`src/rtl/pipemem_pkg.sv`:
```
// Shared types and helpers for the pipelined Wishbone memory unit:
// access-size encodings, the tag carried per outstanding request, and the
// byte-select / lane functions (big-endian lanes: sel[3] is byte offset 0).
package pipemem_pkg;

  typedef enum logic [1:0] {
    SZ_WORD = 2'b00,
    SZ_HALF = 2'b01,
    SZ_BYTE = 2'b10,
    SZ_RSVD = 2'b11
  } size_e;

  localparam int unsigned TAG_W = 5 + 2 + 2;

  typedef struct packed {
    logic [4:0] oreg;
    size_e      size;
    logic [1:0] lsb;
  } tag_t;

  // Byte selects for an access; reserved size behaves as a word.
  function automatic logic [3:0] sel_gen(input size_e size, input logic [1:0] lsb);
    logic [3:0] sel;
    case (size)
      SZ_HALF: sel = lsb[1] ? 4'b0011 : 4'b1100;
      SZ_BYTE: sel = 4'b1000 >> lsb;
      default: sel = 4'b1111;
    endcase
    return sel;
  endfunction

  // Store data replicated across every lane it may land in.
  function automatic logic [31:0] store_data(input size_e size, input logic [31:0] d);
    logic [31:0] r;
    case (size)
      SZ_HALF: r = {2{d[15:0]}};
      SZ_BYTE: r = {4{d[7:0]}};
      default: r = d;
    endcase
    return r;
  endfunction

  // Zero-extended load data picked from the lane the request addressed.
  function automatic logic [31:0] lane_extract(input size_e size, input logic [1:0] lsb,
                                               input logic [31:0] data);
    logic [31:0] r;
    logic [31:0] sh;
    sh = data >> {~lsb, 3'b000};
    case (size)
      SZ_HALF: r = lsb[1] ? {16'h0000, data[15:0]} : {16'h0000, data[31:16]};
      SZ_BYTE: r = {24'h000000, sh[7:0]};
      default: r = data;
    endcase
    return r;
  endfunction

  function automatic logic misaligned(input size_e size, input logic [1:0] lsb);
    logic m;
    case (size)
      SZ_HALF: m = lsb[0];
      SZ_BYTE: m = 1'b0;
      default: m = (lsb != 2'b00);
    endcase
    return m;
  endfunction

endpackage

```
`src/rtl/pipemem_tagfifo.sv`:
```
// Tag FIFO holding one entry per outstanding bus request. Depth 2^LGFIFO,
// pointers wrap naturally; flush empties it in one clock.
module pipemem_tagfifo #(
  parameter int unsigned LGFIFO = 4,
  parameter int unsigned W      = 9
) (
  input  logic              clk,
  input  logic              rst_n,
  input  logic              push,
  input  logic [W-1:0]      push_data,
  input  logic              pop,
  input  logic              flush,
  output logic [W-1:0]      head,
  output logic              full,
  output logic              empty,
  output logic [LGFIFO:0]   count
);

  logic [W-1:0]        mem [2**LGFIFO];
  logic [LGFIFO-1:0]   wr_ptr;
  logic [LGFIFO-1:0]   rd_ptr;
  logic                do_push;
  logic                do_pop;

  assign full    = count[LGFIFO];
  assign empty   = (count == '0);
  assign do_push = push && !full;
  assign do_pop  = pop && !empty;
  assign head    = mem[rd_ptr];

  // Entry storage; no reset needed since only pushed entries are ever read.
  always_ff @(posedge clk) begin
    if (do_push && !flush) mem[wr_ptr] <= push_data;
  end

  // Pointer and occupancy tracking; simultaneous push and pop keep the count.
  always_ff @(posedge clk or negedge rst_n) begin
    if (!rst_n) begin
      wr_ptr <= '0;
      rd_ptr <= '0;
      count  <= '0;
    end else if (flush) begin
      wr_ptr <= '0;
      rd_ptr <= '0;
      count  <= '0;
    end else begin
      if (do_push) wr_ptr <= wr_ptr + LGFIFO'(1);
      if (do_pop)  rd_ptr <= rd_ptr + LGFIFO'(1);
      case ({do_push, do_pop})
        2'b10:   count <= count + (LGFIFO+1)'(1);
        2'b01:   count <= count - (LGFIFO+1)'(1);
        default: count <= count;
      endcase
    end
  end

endmodule

```
`src/rtl/pipemem_sized.sv`:
```
// Pipelined Wishbone memory unit: one load/store per clock to either the
// global bus or the local peripheral window, byte/half/word via o_wb_sel.
// Optional build macro PIPEMEM_LOCK_EN keeps the cycle line held while
// i_lock is high; without it i_lock is ignored.
module pipemem_sized
  import pipemem_pkg::*;
#(
  parameter int unsigned AW       = 30,
  parameter int unsigned LGFIFO   = 4,
  parameter logic [31:0] LCL_BASE = 32'hc0000000,
  parameter logic [31:0] LCL_MASK = 32'hffffffe0
) (
  input  logic          i_clk,
  input  logic          i_rst_n,
  input  logic          i_stb,
  input  logic          i_lock,
  input  logic [2:0]    i_op,
  input  logic [31:0]   i_addr,
  input  logic [31:0]   i_data,
  input  logic [4:0]    i_oreg,
  output logic          o_busy,
  output logic          o_pipe_stalled,
  output logic          o_valid,
  output logic          o_err,
  output logic [4:0]    o_wreg,
  output logic [31:0]   o_result,
  output logic          o_wb_cyc_gbl,
  output logic          o_wb_cyc_lcl,
  output logic          o_wb_stb_gbl,
  output logic          o_wb_stb_lcl,
  output logic          o_wb_we,
  output logic [AW-1:0] o_wb_addr,
  output logic [31:0]   o_wb_data,
  output logic [3:0]    o_wb_sel,
  input  logic          i_wb_ack,
  input  logic          i_wb_stall,
  input  logic          i_wb_err,
  input  logic [31:0]   i_wb_data
);

  size_e             req_size;
  logic              req_lcl;
  logic              req_misaligned;
  logic              stb_any;
  logic              accept;
  logic              bus_err;
  logic              push;
  logic              pop;
  logic              drained;
  logic              lock_hold;
  tag_t              push_entry;
  tag_t              head_tag;
  logic [TAG_W-1:0]  fifo_head;
  logic              fifo_full;
  logic              fifo_empty;
  logic [LGFIFO:0]   fifo_count;

`ifdef PIPEMEM_LOCK_EN
  assign lock_hold = i_lock;
`else
  logic unused_lock;
  assign unused_lock = i_lock;
  assign lock_hold   = 1'b0;
`endif

  assign req_size       = size_e'(i_op[2:1]);
  assign req_lcl        = (((i_addr ^ LCL_BASE) & LCL_MASK) == '0);
  assign req_misaligned = misaligned(req_size, i_addr[1:0]);
  assign o_busy         = o_wb_cyc_gbl | o_wb_cyc_lcl;
  assign stb_any        = o_wb_stb_gbl | o_wb_stb_lcl;

  // Back-pressure toward the CPU; never stalls while the bus is idle.
  always_comb begin
    o_pipe_stalled = 1'b0;
    if (o_busy)
      o_pipe_stalled = (stb_any && i_wb_stall) || fifo_full
                    || (i_op[0] != o_wb_we) || (req_lcl != o_wb_cyc_lcl)
                    || req_misaligned;
  end

  assign accept  = i_stb && !o_pipe_stalled;
  assign bus_err = i_wb_err && o_busy;
  assign push    = accept && !req_misaligned && !bus_err;
  assign pop     = i_wb_ack && o_busy && !i_wb_err && !fifo_empty;
  // Nothing left outstanding after this clock and nothing new arriving.
  assign drained = !push && (fifo_empty || (pop && fifo_count == (LGFIFO+1)'(1)));

  assign push_entry = '{oreg: i_oreg, size: req_size, lsb: i_addr[1:0]};
  assign head_tag   = tag_t'(fifo_head);

  pipemem_tagfifo #(
    .LGFIFO (LGFIFO),
    .W      (TAG_W)
  ) u_tagfifo (
    .clk       (i_clk),
    .rst_n     (i_rst_n),
    .push      (push),
    .push_data (push_entry),
    .pop       (pop),
    .flush     (bus_err),
    .head      (fifo_head),
    .full      (fifo_full),
    .empty     (fifo_empty),
    .count     (fifo_count)
  );

  // Cycle/strobe control: error aborts, new requests (re)assert, completion releases.
  always_ff @(posedge i_clk or negedge i_rst_n) begin
    if (!i_rst_n) begin
      o_wb_cyc_gbl <= 1'b0;
      o_wb_cyc_lcl <= 1'b0;
      o_wb_stb_gbl <= 1'b0;
      o_wb_stb_lcl <= 1'b0;
    end else if (bus_err) begin
      o_wb_cyc_gbl <= 1'b0;
      o_wb_cyc_lcl <= 1'b0;
      o_wb_stb_gbl <= 1'b0;
      o_wb_stb_lcl <= 1'b0;
    end else if (push) begin
      o_wb_cyc_gbl <= !req_lcl;
      o_wb_cyc_lcl <= req_lcl;
      o_wb_stb_gbl <= !req_lcl;
      o_wb_stb_lcl <= req_lcl;
    end else begin
      if (!i_wb_stall) begin
        o_wb_stb_gbl <= 1'b0;
        o_wb_stb_lcl <= 1'b0;
      end
      if (o_busy && drained && !lock_hold) begin
        o_wb_cyc_gbl <= 1'b0;
        o_wb_cyc_lcl <= 1'b0;
        o_wb_stb_gbl <= 1'b0;
        o_wb_stb_lcl <= 1'b0;
      end
    end
  end

  // Request fields presented to the slave, captured on each issued request.
  always_ff @(posedge i_clk or negedge i_rst_n) begin
    if (!i_rst_n) begin
      o_wb_we   <= 1'b0;
      o_wb_addr <= '0;
      o_wb_data <= '0;
      o_wb_sel  <= '0;
    end else if (push) begin
      o_wb_we   <= i_op[0];
      o_wb_addr <= i_addr[AW+1:2];
      o_wb_data <= store_data(req_size, i_data);
      o_wb_sel  <= sel_gen(req_size, i_addr[1:0]);
    end
  end

  // Load return and error pulses toward the CPU.
  always_ff @(posedge i_clk or negedge i_rst_n) begin
    if (!i_rst_n) begin
      o_valid  <= 1'b0;
      o_err    <= 1'b0;
      o_wreg   <= '0;
      o_result <= '0;
    end else begin
      o_valid <= pop && !o_wb_we;
      o_err   <= bus_err || (accept && req_misaligned);
      if (pop && !o_wb_we) begin
        o_wreg   <= head_tag.oreg;
        o_result <= lane_extract(head_tag.size, head_tag.lsb, i_wb_data);
      end
    end
  end

endmodule
```
`config.mk`:
```
export PLATFORM = sky130hd
export DESIGN_NAME = pipemem_sized
export DESIGN_NICKNAME = d
export VERILOG_FILES = /design/src/rtl/pipemem_pkg.sv /design/src/rtl/pipemem_tagfifo.sv /design/src/rtl/pipemem_sized.sv
export SDC_FILE = /design/constraint.sdc
export NUM_CORES = 1
export LEC_CHECK = 0
export BUFFER_PORTS_ARGS = -buffer_cell sky130_fd_sc_hd__clkbuf_2
export CAP_MARGIN = 10
export CORE_UTILIZATION = 40
export DETAILED_ROUTE_END_ITERATION = 6
export HOLD_SLACK_MARGIN = 0.05
export PLACE_DENSITY = 0.72
export SLEW_MARGIN = 10
export SYNTH_ARGS = -nofsm -noshare
export SYNTH_HDL_FRONTEND = slang
export SYNTH_SLANG_ARGS = --single-unit
```
`constraint.sdc`:
```
create_clock -name i_clk -period 4.75 [get_ports i_clk]
set_input_delay 0.95 -clock i_clk [delete_from_list [all_inputs] [get_ports i_clk]]
set_output_delay 0.95 -clock i_clk [all_outputs]
set_load 0.02 [all_outputs]
```
==> impl_summary.txt, run 1 <==
----------------------------------------------------
[Status]
  Run status ... completed

[Cells and area]
  Most common cell after layout, fill and taps aside ... clkbuf_2
  Fraction of the core area covered by cells at the end of the flow ... 49.71%
  Layout Area Growth over Synthesis ... 21.86%
  Area used by multi-input combinational logic ... 3700 sq um
  Highest-count cells in the layout ignoring fill and taps ... clkbuf_2 (220), edfxtp_1 (144), dfrtp_1 (122), nand2_1 (113), o21ai_0 (67)
  Share of final-layout standard cells stronger than drive strength 1 ... 35.52%
  Antenna fix cells ... 0
  Number of nets at the end of the flow ... 1,153
  Fillers ... 2,431
  Register cell area after layout ... 7403 sq um

[STA]
  Post-layout min period ... 3776 ps
  Worst clock skew on the final layout ... 23.79 ps
  Worst hold slack across all endpoints ... 463.1 ps
  Final setup vio count ... 0
  Headroom to the max-slew limit ... 33.30%
  Count of final hold-check violations ... 0
  Transition time at the pin with the least slew margin ... 1001 ps
  Fmax ... 264.8 MHz
  Final worst path period share ... 79.50%
  Unrepaired setup endpoints after global routing ... no
  Final total negative setup slack ... 0 ps
  Count of pins over their slew limit ... 0
  Post-route setup slack ... 974.0 ps

[CTS]
  CTS tree ... done
  Clk slew on worst S/H paths ... 60 ps
  CTS sink count ... 267
  Root Buffer Master ... clkbuf_16
  Max clock buf depth ... 3
  Post-cts gate resize count ... 0
  Clk Latency, worst-skew pair ... 550 ps
  TritonCTS Buffers ... 29
  CTS Hold Buffers Added ... 0
  Number of levels in the clock H-tree ... 1
  Number of post-CTS setup repair buffers ... 0

[GRT]
  Vias in the first global route ... 7,279
  Maximum number of pins on one net before global-route repair ... 98
  Global routing usage summed across all routing layers ... 18.15%
  Number of antenna violations at the first check in global routing ... 0
  GR Overflow Total ... 0
  Global-route wire length before repair ... 40,920 um

[Placement]
  Number of input and output port buffers inserted ... 221
  HPWL after detailed placement ... 18,050 um
  Global placement routability congestion ... 0.8053
  Post-Place Setup Slack ... 443.2 ps

[Setup path]
  Start-to-end type of the worst setup path ... in -> reg
  Required time of the worst setup path ... 4930 ps
  Critical path fanouts, max ... 18
  WP data arrival ... 3950 ps
  Kind of capture point of the worst setup path ... register
  Worst setup SP type ... primary input

[Floorplanning]
  Initial Util ... 40.80%
  Vertical die dimension ... 170.8 um
  Core area ... 27,930 sq um
  IO Count ... 223
  Std-Cell Rows ... 61
  Die Width ... 170.8 um
  Die Footprint ... 29,170 sq um

[Power]
  Ratio of total power to cell area ... 640.0 nW/um^2
  Total Power Consumption ... 8.888 mW
  Maximum resistive drop on vdd ... 292.5 uV
  Static leakage power ... 5.744 nW

[Detailed routing]
  Total length of routed wires ... 27,070 um
  First-pass detailed-route iteration total ... 5
  Per-cell routed wire length ... 18.92 um
  Vias per inst ... 5.279
  Via count ... 7,554
  Number of DRC markers in iteration 0 ... 708
  DRC Markers ... 0
  Antenna Violating Nets Remaining ... 0

[Synth]
  Count of flip-flops with a built-in enable after synthesis ... 144
  Synthesized netlist cell count ... 817
  Warnings from Yosys ... 0
  Synthesized netlist net count ... 940
  Prevailing post-synth register cell ... edfxtp_1
  Main area contributors after synthesis ... edfxtp_1 (38%), dfrtp_1 (27%), mux4_2 (8.5%)
  Number of synthesized register bits ... 267
  Area leader, netlist ... edfxtp_1
  Proportion of synthesized flip-flops having asynchronous set or reset ... 46.07%
  Portion of the post-synthesis area used by sequential elements ... 64.95%
  Distinct cell type count after synthesis ... 54
  Area fraction of the dominant cell type after synthesis ... 37.94%
  Netlist Area Pre-Place ... 11,400 sq um
  Synthesized area divided by synthesized cell count ... 13.95 sq um

[Flow run]
  Max_cap viols ... 0

[Worst hold path]
  Path type of the worst min-delay path ... reg -> reg

----------------------------------------------------
==> registers in the layout (all words and copies together) (netlist names) <==
name	cells
o_wb_cyc_gbl	1
o_wreg	5
u_tagfifo.mem	144
o_wb_we	1
o_wb_cyc_lcl	1
o_err	1
o_wb_sel	4
o_wb_stb_lcl	1
o_valid	1
o_wb_stb_gbl	1
u_tagfifo.count	5
o_result	32
o_wb_addr	30
u_tagfifo.rd_ptr	4
u_tagfifo.wr_ptr	4
o_wb_data	32
==> worst paths after layout <==
path / start / endpoint / slack, ps / cells past startpoint
worst max-delay path: i_op[1] / u_tagfifo.mem[8][0] / 970 / 10
worst min-delay path: o_result[25] / o_result[25] / 460 / 2
worst max register to register: u_tagfifo.rd_ptr[0] / o_result[2] / 1050 / 8
worst min register to register: o_result[25] / o_result[25] / 460 / 2
max in group asynchronous: i_rst_n / u_tagfifo.rd_ptr[0] / 3400 / 2
min in group asynchronous: i_rst_n / o_wb_addr[19] / 520 / 1
==> metrics by stage <==
stage / instance area (sq um) / std cells
3_3_place_gp: 12850 / 1377
6_report: 13890 / 1431
2_1_floorplan: 11400 / 817
5_1_grt: 13890 / 1431
3_5_place_dp: 12850 / 1377
4_1_cts: 13890 / 1431
==> final cells by class <==
class	instances	area share, %
multi-input cells	480	26.64
flip-flops and latches	267	53.31
inverters	22	0.5946
repair buffers	230	8.559
clock buffers	35	5.676
well taps	378	3.406
clock inverters	19	1.811
==> critical path, cell delays in order <==
cell      delay (ps)
clkbuf_2         310
inv_1             80
ha_1             320
a21oi_1          210
o21ai_0          180
or3_1            330
o31a_2           380
or2_1            350
nor3b_2          310
and2_1           530
==> where the power goes <==
group | leakage [nW] | internal, mW | switching, mW
clock network | 0.509 | 1.50 | 0.919
registers | 2.81 | 2.98 | 0.379
logic | 2.42 | 1.20 | 1.91
total | 5.74 | 5.68 | 3.21
==> layer usage <==
layer | vias up | routed length [um] | track usage (%)
met5 | - | 0 | 0
met4 | 0 | 599 | 4.975
met3 | 48 | 1467 | 2.706
met2 | 244 | 13690 | 31.07
met1 | 3774 | 11320 | 24.01
li1 | 3488 | - | -
==> Yosys cell counts (3+ instances only) <==
master,number
edfxtp_1,144
dfrtp_1,123
nand2_1,113
o21ai_0,67
mux4_2,43
mux2_2,42
nor2_1,34
clkbuf_1,23
nand3_1,23
inv_1,21
a21oi_1,20
and2_1,18
buf_2,17
ha_1,12
a221oi_1,10
nand3b_1,9
a22oi_1,8
o221ai_1,8
a221o_1,7
mux2i_1,7
buf_1,6
a21o_1,4
nand2b_1,4
nor3_1,4
nor4_1,4
o31ai_1,4
a211oi_1,3
nand4_1,3
xor2_1,3
==> kinds of logic after synthesis <==
kind of cell / synth area share (%)
buf+inv: 2.591
flops: 64.95
fa+ha+maj: 1.317
simple gates: 9.278
mux: 13.26
compound gates: 8.213
xor+xnor: 0.3843
Power figures use the tool's default switching activity.
==> run 2: changes to the inputs <==
PLACE_DENSITY = 0.74   (was 0.72)
clock period = 3.39 ns   (was 4.75 ns; I/O delays follow)
==> run 2 against run 1 <==
- utilization up 1.9 points
- via count up 2.1%
- setup slack worse by 770 ps
- sequential share of layout area down 2.0 points
- sequential power up 38%
- routed wire length up 0.74%
- clock power up 43%
- critical path type is now reg -> reg
==> impl_summary.txt, run 2 (synthesis gave the netlist of run 1 again) <==
----------------------------------------------------
[Setup path]
  Start-to-end type of the worst setup path ... reg -> reg
  Critical-path cell with the highest stage delay ... mux4_2
  WP data arrival ... 3660 ps
  Cell family with the largest share of critical-path delay ... multiplexers
  Kind of capture point of the worst setup path ... register
  Buf+Inv Stages, Crit Path ... 1
  Cell seen most often among critical-path stages ... mux4_2
  Cell Chain, Critical Path ... mux4_2 > mux4_2 > ha_1 > buf_4 > nor2_1 > o21ai_1 > o221ai_1 > a21oi_1
  Required time of the worst setup path ... 3860 ps
  Worst setup SP type ... register
  Critical path fanouts, max ... 20
  Max incr delay on CP ... 600 ps

[GRT]
  Maximum number of pins on one net before global-route repair ... 99
  GR Overflow Total ... 0
  Vias in the first global route ... 7,431
  Global routing usage summed across all routing layers ... 18.50%
  Global-route wire length before repair ... 41,790 um
  Number of antenna violations at the first check in global routing ... 0

[Placement]
  Global placement routability congestion ... 0.8147
  Number of input and output port buffers inserted ... 221
  HPWL after detailed placement ... 18,940 um

[Cells and area]
  Max reg flops ... 144
  Antenna fix cells ... 0
  Register bank with the most flops ... u_tagfifo.mem
  Number of nets at the end of the flow ... 1,193
  Highest-count cells in the layout ignoring fill and taps ... clkbuf_2 (220), edfxtp_1 (144), dfrtp_1 (122), nand2_1 (113), o21ai_0 (67)
  Layout Area Growth over Synthesis ... 26.60%
  Share of final-layout standard cells stronger than drive strength 1 ... 37.60%
  Registers with the most flip-flops ... u_tagfifo.mem x144, o_result x32, o_wb_data x32
  Most common cell after layout, fill and taps aside ... clkbuf_2
  Fillers ... 2,374

[Detailed routing]
  Via count ... 7,716
  DRC Markers ... 0
  First-pass detailed-route iteration total ... 7
  Per-cell routed wire length ... 18.54 um
  Total length of routed wires ... 27,270 um
  Antenna Violating Nets Remaining ... 0
  Number of DRC markers in iteration 0 ... 669
  Vias per inst ... 5.245

[STA]
  Worst hold slack across all endpoints ... 131.0 ps
  Worst clock skew on the final layout ... 23.04 ps
  Final worst path period share ... 93.97%
  Final setup vio count ... 0
  Unrepaired setup endpoints after global routing ... no
  Fmax ... 313.9 MHz
  Transition time at the pin with the least slew margin ... 937.6 ps
  Count of final hold-check violations ... 0
  Post-layout min period ... 3186 ps
  Headroom to the max-slew limit ... 35.71%
  Count of pins over their slew limit ... 0
  Final total negative setup slack ... 0 ps

[Power]
  Static leakage power ... 6.001 nW
  Maximum resistive drop on vdd ... 448.4 uV
  Ratio of total power to cell area ... 879.7 nW/um^2

[CTS]
  Number of post-CTS setup repair buffers ... 0
  Clk slew on worst S/H paths ... 60 ps
  Number of levels in the clock H-tree ... 1
  Clk Latency, worst-skew pair ... 550 ps
  CTS sink count ... 267
  CTS Hold Buffers Added ... 0
  Post-cts gate resize count ... 0
  Root Buffer Master ... clkbuf_16
  CTS tree ... done
  Max clock buf depth ... 3
  TritonCTS Buffers ... 29

[Flow run]
  Max_cap viols ... 0

[Floorplanning]
  Vertical die dimension ... 170.8 um
  Die Footprint ... 29,170 sq um
  Core area ... 27,930 sq um
  Std-Cell Rows ... 61
  IO Count ... 223
  Initial Util ... 40.80%
  Die Width ... 170.8 um

[Status]
  Run status ... completed

[Worst hold path]
  Path type of the worst min-delay path ... in -> async

----------------------------------------------------
-- run 2: cell types whose count changed in the layout (fill, tap and decap cells not counted) --
| cell | delta |
|---|---|
| buf_4 | +22 |
| buf_12 | +18 |
| clkinvlp_2 | -1 |
| clkinv_1 | -1 |
| clkinv_4 | -1 |
| dfrtp_2 | -1 |
| clkbuf_8 | -4 |
| clkbuf_1 | +4 |
| clkinvlp_4 | +1 |
| bufinv_16 | +2 |
| dfrtp_4 | +1 |
| inv_4 | -1 |
| inv_6 | +1 |
-- run 2: metal layers --
layer  up-vias  track usage, %  part of all wire, %  routed length (um)
met5         -               0                    0                   0
met4         0           5.053                  1.9                 526
met3        40           2.799                  5.3                1444
met2       230           31.55                   51               13870
met1      3885           24.58                   42               11430
li1       3561               -                    -                   -
-- run 2: path summary, 6_finish.rpt --
check	slack, ps	start	to	depth (start not counted)
worst max-delay path	200	u_tagfifo.rd_ptr[0]	o_result[5]	8
worst min-delay path	130	i_rst_n	o_wb_addr[18]	1
worst max register to register	200	u_tagfifo.rd_ptr[0]	o_result[5]	8
worst min register to register	470	o_result[22]	o_result[22]	2
max in group asynchronous	2510	i_rst_n	o_wb_data[13]	2
min in group i_clk	360	i_wb_data[20]	o_result[20]	3
-- run 2: report_power, final --
| group | internal (mW) | leakage (nW) | switching [mW] |
|---|---|---|---|
| Clock | 2.18 | 0.507 | 1.28 |
| Combinational | 1.83 | 2.68 | 2.75 |
| Sequential | 4.18 | 2.81 | 0.470 |
| Total | 8.19 | 6.00 | 4.50 |
-- run 2: metrics by stage --
stage	instances	instance area, sq um	setup WS (ps)	utilization (%)	power (mW)
floorplan	817	11400	101.8	-	7.658
global placement	1417	13370	38.45	47.87	9.163
detailed placement	1417	13370	-16.89	47.87	9.291
CTS	1471	14430	117.3	51.64	12.79
global route	1471	14430	46.12	51.65	13.38
finish	1471	14430	204.3	51.65	12.69
-- run 2: cell type report --
class	instances	area, sq um	share of cell area, %
flip-flops and latches	267	7406	51.33
multi-input cells	480	3700	25.64
repair buffers	270	1714	11.88
clock buffers	35	748.2	5.186
well taps	378	473.0	3.278
clock inverters	19	304.0	2.107
inverters	22	82.58	0.5724
